==> config.mk <==
export PLATFORM = sky130hd
export DESIGN_NAME = age_select_arbiter
export DESIGN_NICKNAME = d
export VERILOG_FILES = /design/src/rtl/age_select_arbiter.sv
export SDC_FILE = /design/constraint.sdc
export NUM_CORES = 1
export LEC_CHECK = 0
export CAP_MARGIN = 20
export CORE_AREA = 2 2 66 130
export DETAILED_ROUTE_END_ITERATION = 8
export DIE_AREA = 0 0 68 132
export DONT_BUFFER_PORTS = 1
export GPL_TIMING_DRIVEN = 0
export HOLD_SLACK_MARGIN = 0.1
export PLACE_DENSITY = 0.42
export SLEW_MARGIN = 20
export SYNTH_ARGS = -nofsm -noshare
export SYNTH_HDL_FRONTEND = slang
export SYNTH_SLANG_ARGS = --single-unit
==> constraint.sdc <==
create_clock -name clk -period 4.6 [get_ports clk]
set_input_delay 0.69 -clock clk [delete_from_list [all_inputs] [get_ports clk]]
set_output_delay 0.69 -clock clk [all_outputs]
set_load 0.05 [all_outputs]
==> src/rtl/age_select_arbiter.sv <==
// N-way issue select: oldest-first (wrap-aware age tag) or round-robin pick, held in a
// one-entry valid/ready output register, with a busy mask that blocks re-issue of granted lanes.
module age_select_arbiter #(
    parameter int  NUM_REQ = 8,
    parameter int  TAG_W   = 5,
    parameter int  MODE    = 0,
    localparam int IDX_W   = $clog2(NUM_REQ)
) (
    input  logic                     clk,
    input  logic                     rst,
    input  logic [NUM_REQ-1:0]       i_req_ready,
    input  logic [NUM_REQ*TAG_W-1:0] i_req_tag,
    input  logic                     i_flush,
    output logic                     o_grant_valid,
    output logic [IDX_W-1:0]         o_grant_idx,
    output logic [TAG_W-1:0]         o_grant_tag,
    input  logic                     i_grant_ready,
    output logic [NUM_REQ-1:0]       o_busy_mask
);
    localparam int LEVELS = $clog2(NUM_REQ);
    localparam int PAD    = 1 << LEVELS;
    localparam int LOW_W  = TAG_W - 1;

    logic               r_valid;
    logic [IDX_W-1:0]   r_idx;
    logic [TAG_W-1:0]   r_tag;
    logic [NUM_REQ-1:0] r_busy;
    logic [IDX_W-1:0]   r_rr_ptr;

    logic [NUM_REQ-1:0] w_held;
    logic [NUM_REQ-1:0] w_elig;
    logic [NUM_REQ-1:0] w_ge_ptr;
    logic [NUM_REQ-1:0] w_rr_hi;
    logic [NUM_REQ-1:0] w_cand;
    logic               w_acc;
    logic               w_load_ok;
    logic               w_any;
    logic [IDX_W-1:0]   w_win_idx;
    logic [IDX_W-1:0]   w_ptr_next;
    logic [TAG_W-1:0]   w_win_tag;

    // a older than b: same wrap half compares ring index directly, otherwise inverted
    function automatic logic f_older(input logic [TAG_W-1:0] a, input logic [TAG_W-1:0] b);
        if (a[TAG_W-1] == b[TAG_W-1])
            return a[LOW_W-1:0] < b[LOW_W-1:0];
        return a[LOW_W-1:0] > b[LOW_W-1:0];
    endfunction

    for (genvar i = 0; i < NUM_REQ; i++) begin : g_lane
        assign w_held[i]   = r_valid & (r_idx == IDX_W'(i));
        assign w_elig[i]   = i_req_ready[i] & ~r_busy[i] & ~w_held[i];
        assign w_ge_ptr[i] = (IDX_W'(i) >= r_rr_ptr);
    end

    // Round-robin reuses the tree as a lowest-index finder over the rotated candidate set
    assign w_rr_hi = w_elig & w_ge_ptr;
    assign w_cand  = (MODE == 1) ? ((|w_rr_hi) ? w_rr_hi : w_elig) : w_elig;

    for (genvar l = 0; l <= LEVELS; l++) begin : g_lvl
        localparam int NODES = PAD >> l;
        logic [NODES-1:0]            v;
        logic [NODES-1:0][IDX_W-1:0] ix;
        logic [NODES-1:0][TAG_W-1:0] tg;
        if (l == 0) begin : g_leaf
            for (genvar j = 0; j < PAD; j++) begin : g_in
                if (j < NUM_REQ) begin : g_real
                    assign v[j]  = w_cand[j];
                    assign ix[j] = IDX_W'(j);
                    assign tg[j] = i_req_tag[j*TAG_W +: TAG_W];
                end else begin : g_pad
                    assign v[j]  = 1'b0;
                    assign ix[j] = IDX_W'(j);
                    assign tg[j] = '0;
                end
            end
        end else begin : g_cmp
            for (genvar j = 0; j < NODES; j++) begin : g_node
                logic w_take_r;
                // left holds lower lanes, so it keeps ties
                assign w_take_r = g_lvl[l-1].v[2*j+1] &
                                  (~g_lvl[l-1].v[2*j] |
                                   ((MODE == 0) & f_older(g_lvl[l-1].tg[2*j+1], g_lvl[l-1].tg[2*j])));
                assign v[j]  = g_lvl[l-1].v[2*j] | g_lvl[l-1].v[2*j+1];
                assign ix[j] = w_take_r ? g_lvl[l-1].ix[2*j+1] : g_lvl[l-1].ix[2*j];
                assign tg[j] = w_take_r ? g_lvl[l-1].tg[2*j+1] : g_lvl[l-1].tg[2*j];
            end
        end
    end

    assign w_any     = g_lvl[LEVELS].v[0];
    assign w_win_idx = g_lvl[LEVELS].ix[0];
    assign w_win_tag = g_lvl[LEVELS].tg[0];

    assign w_acc      = r_valid & i_grant_ready & ~i_flush;
    assign w_load_ok  = ~r_valid | i_grant_ready;
    assign w_ptr_next = (r_idx == IDX_W'(NUM_REQ - 1)) ? '0 : r_idx + 1'b1;

    always_ff @(posedge clk or posedge rst) begin
        if (rst) begin
            r_valid  <= 1'b0;
            r_idx    <= '0;
            r_tag    <= '0;
            r_busy   <= '0;
            r_rr_ptr <= '0;
        end else begin
            if (i_flush) begin
                r_valid <= 1'b0;
                r_busy  <= '0;
            end else begin
                // a lane whose ready dropped clears even if accepted this cycle
                r_busy <= (r_busy | ({NUM_REQ{w_acc}} & w_held)) & i_req_ready;
                if (w_load_ok) begin
                    r_valid <= w_any;
                    if (w_any) begin
                        r_idx <= w_win_idx;
                        r_tag <= w_win_tag;
                    end
                end
            end
            if (w_acc)
                r_rr_ptr <= w_ptr_next;
        end
    end

    assign o_grant_valid = r_valid;
    assign o_grant_idx   = r_idx;
    assign o_grant_tag   = r_tag;
    assign o_busy_mask   = r_busy;

endmodule

==> flow_summary_export.csv, run 1 <==
group,metric,value,unit
status,outcome,"finished with violations",
status,violations,"negative setup slack",
finish,fin_nets,404,
timing,period_share,1.11,
yosys,ys.warnings.count,0,
clocking,clk_path_buf_depth,2,
setup_path,critPathCaptureType,"register",
clocking,clk_pin_slew_worst_paths,0.06,ns
power,power,0.00162,W
detailed_routing,firstDrtPassIters,4,
grt,grt_pass1_wl,11600,um
yosys,synth_top_area_cell,"dfrtp_1",
timing,drv_slew,0,
timing,worst_pin_slew,0.873,ns
timing,maxSlewHeadroom,0.410,
timing,fmax,195,MHz
yosys,netlist_instances,291,
detailed_routing,drtAntennaViolNets,0,
clocking,clock_latency,0.26,ns
yosys,synthDistinctLibCells,56,
yosys,yosysSeqAreaShare,0.182,
setup_path,worstPathMaxFanout,7,
setup_path,start_kind,"input pin",
yosys,synthesis.area,0.00233,mm2
yosys,synth-async-reset-ratio,1.00,
timing,hold_viol_final,0,
timing,timing.clock.skew,0.00889,ns
yosys,synthFlopType,"dfrtp_1",
finish,ff_latch_area,433,um2
clocking,cts_buffers,3,
power,p_per_area,480,mW/mm2
finish,drive_above_1_share,0.409,
finish,fill_cells,836,
detailed_routing,route.detailed.drc,0,
timing,fin_ws,-0.523,ns
floorplanning,coreArea,0.00794,mm2
detailed_routing,drt-initial-drc-count,33,
detailed_routing,wl_per_cell,18.3,um
yosys,avgSynthCellArea,8.02,um2
yosys,synth.top_cell.area_share,0.182,
grt,overflow,0,
clocking,cts-root-buf,"clkbuf_16",
floorplanning,die_w,68,um
power,p_leak,1.33,nW
floorplanning,die_area,0.00898,mm2
floorplanning,io_pins,69,
yosys,yosysMostFrequentCell,"a21oi_1",
timing,rsz0062_at_grt,"true",
floorplanning,rows,46,
place,portBuffers,0,
clocking,cts_tree,"built",
place,routabilityCongestion,0.794,
yosys,ys_seq_elements,17,
grt,antenna_found_initial,0,
flow_run,cap_violations,0,
grt,grt_use_total,0.172,
setup_path,cp.arrival,5.25,ns
setup_path,criticalPathCategory,"in -> reg",
timing,fin_crit,5.12,ns
yosys,syn_nets,371,
hold_path,hold_class,"in -> async",
grt,grt_max_degree,18,
setup_path,r2r_cells,19,
timing,setup_viol,8,
detailed_routing,vias,2285,
finish,layout-area-overhead-vs-synth,44.5,%
floorplanning,initial_core_util,0.294,
setup_path,reg2reg_setup_slack,-0.50,ns
place,numPlacedInstances,387,
clocking,cts-htree-levels,1,
yosys,synth-edff-count,0,
yosys,netlist_top_cells_area,"dfrtp_1 18%, ha_1 15%, a21oi_1 7.9%, mux2i_1 6.4%, inv_1 4.3%",
finish,multi_input_area,0.00234,mm2
power,peakVddDrop,0.177,mV
clocking,clock-sinks,17,
setup_path,cp.required,4.73,ns
floorplanning,dieHeight,132,um
detailed_routing,drt-total-wl,7670,um
grt,grt_pass1_vias,2404,
yosys,ys_top_cells_by_count,"37 x a21oi_1, 28 x ha_1, 27 x inv_1, 20 x nor2_1, 17 x dfrtp_1",
detailed_routing,via_per_inst,5.45,
finish,antennaDiodeCount,0,
finish,stdcell_count,419,
place,dpl.hpwl,6270,um
## what timing repair did
action,4_1_cts,5_1_grt
setup endpoints to repair,8,8
gates cloned,0,0
pin swaps,10,14
resized for setup,41,31
buffers inserted,16,12
hold buffers,0,0
## stage by stage
stage / setup TNS [ns] / hold WS (ns) / utilization / setup WS, ns / area, um2
floorplan: -3.18 / 0.616 / - / -0.477 / 2600
global placement: -10.23 / 0.751 / 0.343 / -1.46 / 2720
detailed placement: -10.37 / 0.761 / 0.343 / -1.47 / 2720
CTS: -4.10 / 0.480 / 0.396 / -0.569 / 3140
global route: -6.16 / 0.482 / 0.425 / -0.807 / 3370
finish: -3.85 / 0.429 / 0.425 / -0.523 / 3370
## registers in the layout, summed over array words and instances, names as in the netlist
register	flops
o_grant_valid	1
o_busy_mask	8
o_grant_tag	5
o_grant_idx	3
## logic make-up (layout without fill, tap and decap cells)
family | Yosys count | in the layout | share of synthesized area
simple gates | 99 | 99 | 0.245
flops | 17 | 17 | 0.182
fa+ha+maj | 28 | 28 | 0.150
xor+xnor | 5 | 5 | 0.0188
buf+inv | 31 | 63 | 0.0536
mux | 20 | 20 | 0.0885
compound gates | 91 | 91 | 0.262
## final cells by class
cell class	instances	area share
buffer	4	0.00891
clock buffer	3	0.0223
clock inverter	1	0.00223
inverter	27	0.0401
multi-input combinational	243	0.694
sequential	17	0.128
tap	96	0.0356
timing repair buffer	28	0.0683
## path summary, 6_finish.rpt
| path | startpoint | end |
|---|---|---|
| worst max-delay path | i_req_tag[27] | o_grant_tag[0] |
| worst min-delay path | rst | o_busy_mask[4] |
| worst max register to register | o_grant_idx[0] | o_grant_tag[0] |
| worst min register to register | o_grant_tag[0] | o_grant_tag[0] |
| max in group asynchronous | rst | o_grant_valid |
| min in group clk | i_req_ready[3] | o_busy_mask[3] |
## per-layer routing
| layer | vias up | share of wire | GRT usage |
|---|---|---|---|
| li1 | 1139 | - | - |
| met3 | 5 | 0.046 | 0.0231 |
| met4 | 0 | 0.016 | 0.0600 |
| met5 | - | 0 | 0 |
| met1 | 1092 | 0.32 | 0.154 |
| met2 | 49 | 0.62 | 0.353 |
## power breakdown
part	internal (W)	switching (W)
registers	0.000187	0.000174
clock network	0.000118	0.0000700
logic	0.000548	0.000521
## cells in the final DEF, fill, tap and decap left out, types with 7 or more instances in the layout
cell      count
nand2b_1      8
ha_1         12
nor3_1        8
nand2_1      12
a21oi_1      20
a21oi_2      13
buf_4        25
o21ai_1       8
nor3b_1       7
inv_1        15
dfrtp_1      13
mux2i_1       7
nor2_1       16
ha_4         15
## critical path, cell delays in order
cell	delay (ns)
ha_4	0.24
and3b_2	0.22
a211o_1	0.25
a21oi_2	0.14
a21oi_2	0.09
a21oi_4	0.15
buf_12	0.15
mux2i_4	0.29
inv_2	0.08
ha_4	0.17
nor2b_4	0.11
o21bai_4	0.09
a21oi_4	0.15
nor2_2	0.07
a211oi_4	0.30
buf_4	0.19
mux2i_1	0.27
ha_1	0.29
and4_1	0.20
a211o_1	0.30
a22oi_2	0.26
buf_6	0.20
mux2i_4	0.23
o21ai_1	0.09
(Power assumes the default switching activity.)
==> inputs of run 2 (changes only) <==
--- a/config.mk
+++ b/config.mk
@@ -11,7 +11,7 @@
 export DIE_AREA = 0 0 68 132
 export DONT_BUFFER_PORTS = 1
 export GPL_TIMING_DRIVEN = 0
-export HOLD_SLACK_MARGIN = 0.1
+export HOLD_SLACK_MARGIN = 0.15
 export PLACE_DENSITY = 0.42
 export SLEW_MARGIN = 20
 export SYNTH_ARGS = -nofsm -noshare
==> results of run 2 <==
Same layout as run 1: the final DEF is identical, and so are final timing and power.
==> inputs of run 3 (changes only) <==
--- a/config.mk
+++ b/config.mk
@@ -12,7 +12,7 @@
 export DONT_BUFFER_PORTS = 1
 export GPL_TIMING_DRIVEN = 0
 export HOLD_SLACK_MARGIN = 0.15
-export PLACE_DENSITY = 0.42
+export PLACE_DENSITY_LB_ADDON = 0.12
 export SLEW_MARGIN = 20
 export SYNTH_ARGS = -nofsm -noshare
 export SYNTH_HDL_FRONTEND = slang
==> flow_summary_export.csv, run 3 (synthesis results as in run 1) <==
group,metric,value,unit
setup_path,cp.arrival,5.24,ns
timing,worst_pin_slew,0.873,ns
detailed_routing,drtAntennaViolNets,0,
grt,grt_use_total,0.171,
status,outcome,"finished with violations",
status,violations,"negative setup slack",
timing,fin_ws,-0.509,ns
grt,global_route.usage.met2,0.337,
clocking,cts_tree,"built",
finish,ff_latch_area,435,um2
floorplanning,rows,46,
finish,fin_nets,399,
floorplanning,coreArea,0.00794,mm2
timing,drv_slew,0,
grt,overflow,0,
timing,hold_viol_final,0,
place,routabilityCongestion,0.797,
setup_path,worstPathMaxFanout,7,
finish,largest_reg_flops,8,
place,post-place-ws,-1.40,ns
finish,final_cell_mix,"23 x buf_4, 20 x a21oi_1, 18 x inv_1",
detailed_routing,firstDrtPassIters,4,
timing,timing.clock.skew,0.00775,ns
power,peakVddDrop,0.160,mV
power,switching_share,0.481,
power,p_switching,0.000732,W
clocking,clk_pin_slew_worst_paths,0.06,ns
place,numPlacedInstances,387,
timing,fin_crit,5.11,ns
grt,grtUsageMet1,0.161,
floorplanning,die_area,0.00898,mm2
floorplanning,dieHeight,132,um
floorplanning,io_pins,69,
timing,rsz0062_at_grt,"true",
power,seq_power_share,0.238,
floorplanning,initial_core_util,0.294,
finish,layout-area-overhead-vs-synth,39.0,%
floorplanning,die_w,68,um
setup_path,criticalPathCategory,"in -> reg",
grt,grt_pass1_wl,11600,um
clocking,cts_hold_buf,0,
power,pwr-share-comb,0.639,
timing,maxSlewHeadroom,0.410,
clocking,clock-sinks,17,
clocking,clock_latency,0.26,ns
finish,multi_input_area,0.00226,mm2
grt,grt_use_met3,0.0231,
detailed_routing,drt-initial-drc-count,65,
finish,antennaDiodeCount,0,
power,p_per_area,469,mW/mm2
setup_path,start_kind,"input pin",
power,p_int,0.000791,W
clocking,clk_path_buf_depth,2,
grt,grt_pass1_vias,2415,
timing,fmax,196,MHz
clocking,cts-root-buf,"clkbuf_16",
setup_path,critPathCaptureType,"register",
detailed_routing,drt-total-wl,7400,um
flow_run,cap_violations,0,
timing,setup_viol,8,
grt,gr-max-usage-layer,"met2",
detailed_routing,wl_per_cell,17.9,um
finish,stdcell_count,414,
power,p_leak,1.29,nW
detailed_routing,vias,2307,
timing,period_share,1.11,
finish,fill_cells,823,
power,power_frac_clock,0.123,
finish,drive_above_1_share,0.374,
grt,grt_max_degree,18,
place,portBuffers,0,
detailed_routing,route.detailed.drc,0,
hold_path,hold_class,"in -> async",
finish,final_common_cell,"buf_4",
place,dpl.hpwl,6110,um
detailed_routing,via_per_inst,5.57,
clocking,cts_buffers,3,
clocking,cts-htree-levels,1,
grt,antenna_found_initial,0,
setup_path,cp.required,4.73,ns
==> run 3: cell types whose count changed in the layout (fill, tap and decap cells not counted), moves of 2 or more <==
cell	previous run	this run
mux2i_4	6	3
buf_6	4	1
mux2i_2	2	7
inv_6	3	1
buf_4	25	23
nor3_1	8	10
inv_2	6	4
nor3_2	4	2
mux2i_1	7	5
inv_1	15	18
==> run 3: worst paths after layout <==
| check | start | to | slack, ns | depth (start not counted) |
|---|---|---|---|---|
| setup / recovery | i_req_tag[27] | o_grant_tag[4] | -0.51 | 24 |
| hold / removal | rst | o_busy_mask[4] | 0.43 | 1 |
| setup reg to reg | o_grant_idx[1] | o_grant_tag[4] | -0.45 | 21 |
| hold reg to reg | o_grant_tag[4] | o_grant_tag[4] | 0.78 | 2 |
| max in group asynchronous | rst | o_grant_idx[0] | 3.63 | 1 |
| min in group clk | i_req_ready[6] | o_busy_mask[6] | 0.58 | 1 |
==> run 3: worst max-delay path, stage by stage <==
cell and delay, ns:
ha_4 0.24, and3b_2 0.22, a211o_1 0.24, a21oi_2 0.15
a21oi_2 0.09, a21oi_4 0.18, buf_12 0.14, mux2i_4 0.26
inv_2 0.05, ha_2 0.18, nor2b_4 0.12, o21bai_4 0.10
a21oi_4 0.15, nor2_2 0.07, a211oi_4 0.36, buf_4 0.21
mux2i_2 0.25, ha_1 0.27, and4_1 0.19, a211o_1 0.29
a22oi_2 0.23, buf_6 0.19, mux2i_4 0.25, o21ai_1 0.07
==> run 3: through the flow <==
stage / total power (W) / setup TNS, ns / cell area, um2 / hold WS [ns] / utilization
detailed placement: 0.00111 / -10.00 / 2720 / 0.755 / 0.343
finish: 0.00152 / -3.73 / 3240 / 0.434 / 0.408
global route: 0.00163 / -5.70 / 3240 / 0.508 / 0.408
floorplan: 0.000935 / -3.18 / 2600 / 0.616 / -
global placement: 0.00111 / -10.18 / 2720 / 0.738 / 0.343
CTS: 0.00151 / -3.55 / 3170 / 0.472 / 0.399
==> run 3: cell type report <==
type / count / share of cell area
Clock inverter: 1 / 0.00231
Buffer: 4 / 0.00810
Multi-Input combinational cell: 243 / 0.698
Clock buffer: 3 / 0.0231
Sequential cell: 17 / 0.134
Inverter: 27 / 0.0405
Tap cell: 96 / 0.0370
Timing Repair Buffer: 23 / 0.0571
==> run 3: what timing repair did <==
action | in CTS | in global routing
setup buffers | 17 | 6
gates resized for setup | 46 | 9
pin swaps | 17 | 7
setup endpoints to repair | 8 | 8
==> run 3: metal layers <==
layer | up-vias | part of all wire
met5 | - | 0
met4 | 0 | 0.024
met3 | 10 | 0.052
met2 | 58 | 0.59
met1 | 1105 | 0.33
li1 | 1134 | -
==> run 3: power by group through the flow <==
stage / logic, W / clock network [W] / registers (W)
after global placement: 0.000747 / 0 / 0.000359
after global routing: 0.00106 / 0.000197 / 0.000370
after CTS: 0.000957 / 0.000190 / 0.000366
after floorplan: 0.000594 / 0 / 0.000341
final: 0.000972 / 0.000187 / 0.000363
after detailed placement: 0.000749 / 0 / 0.000360
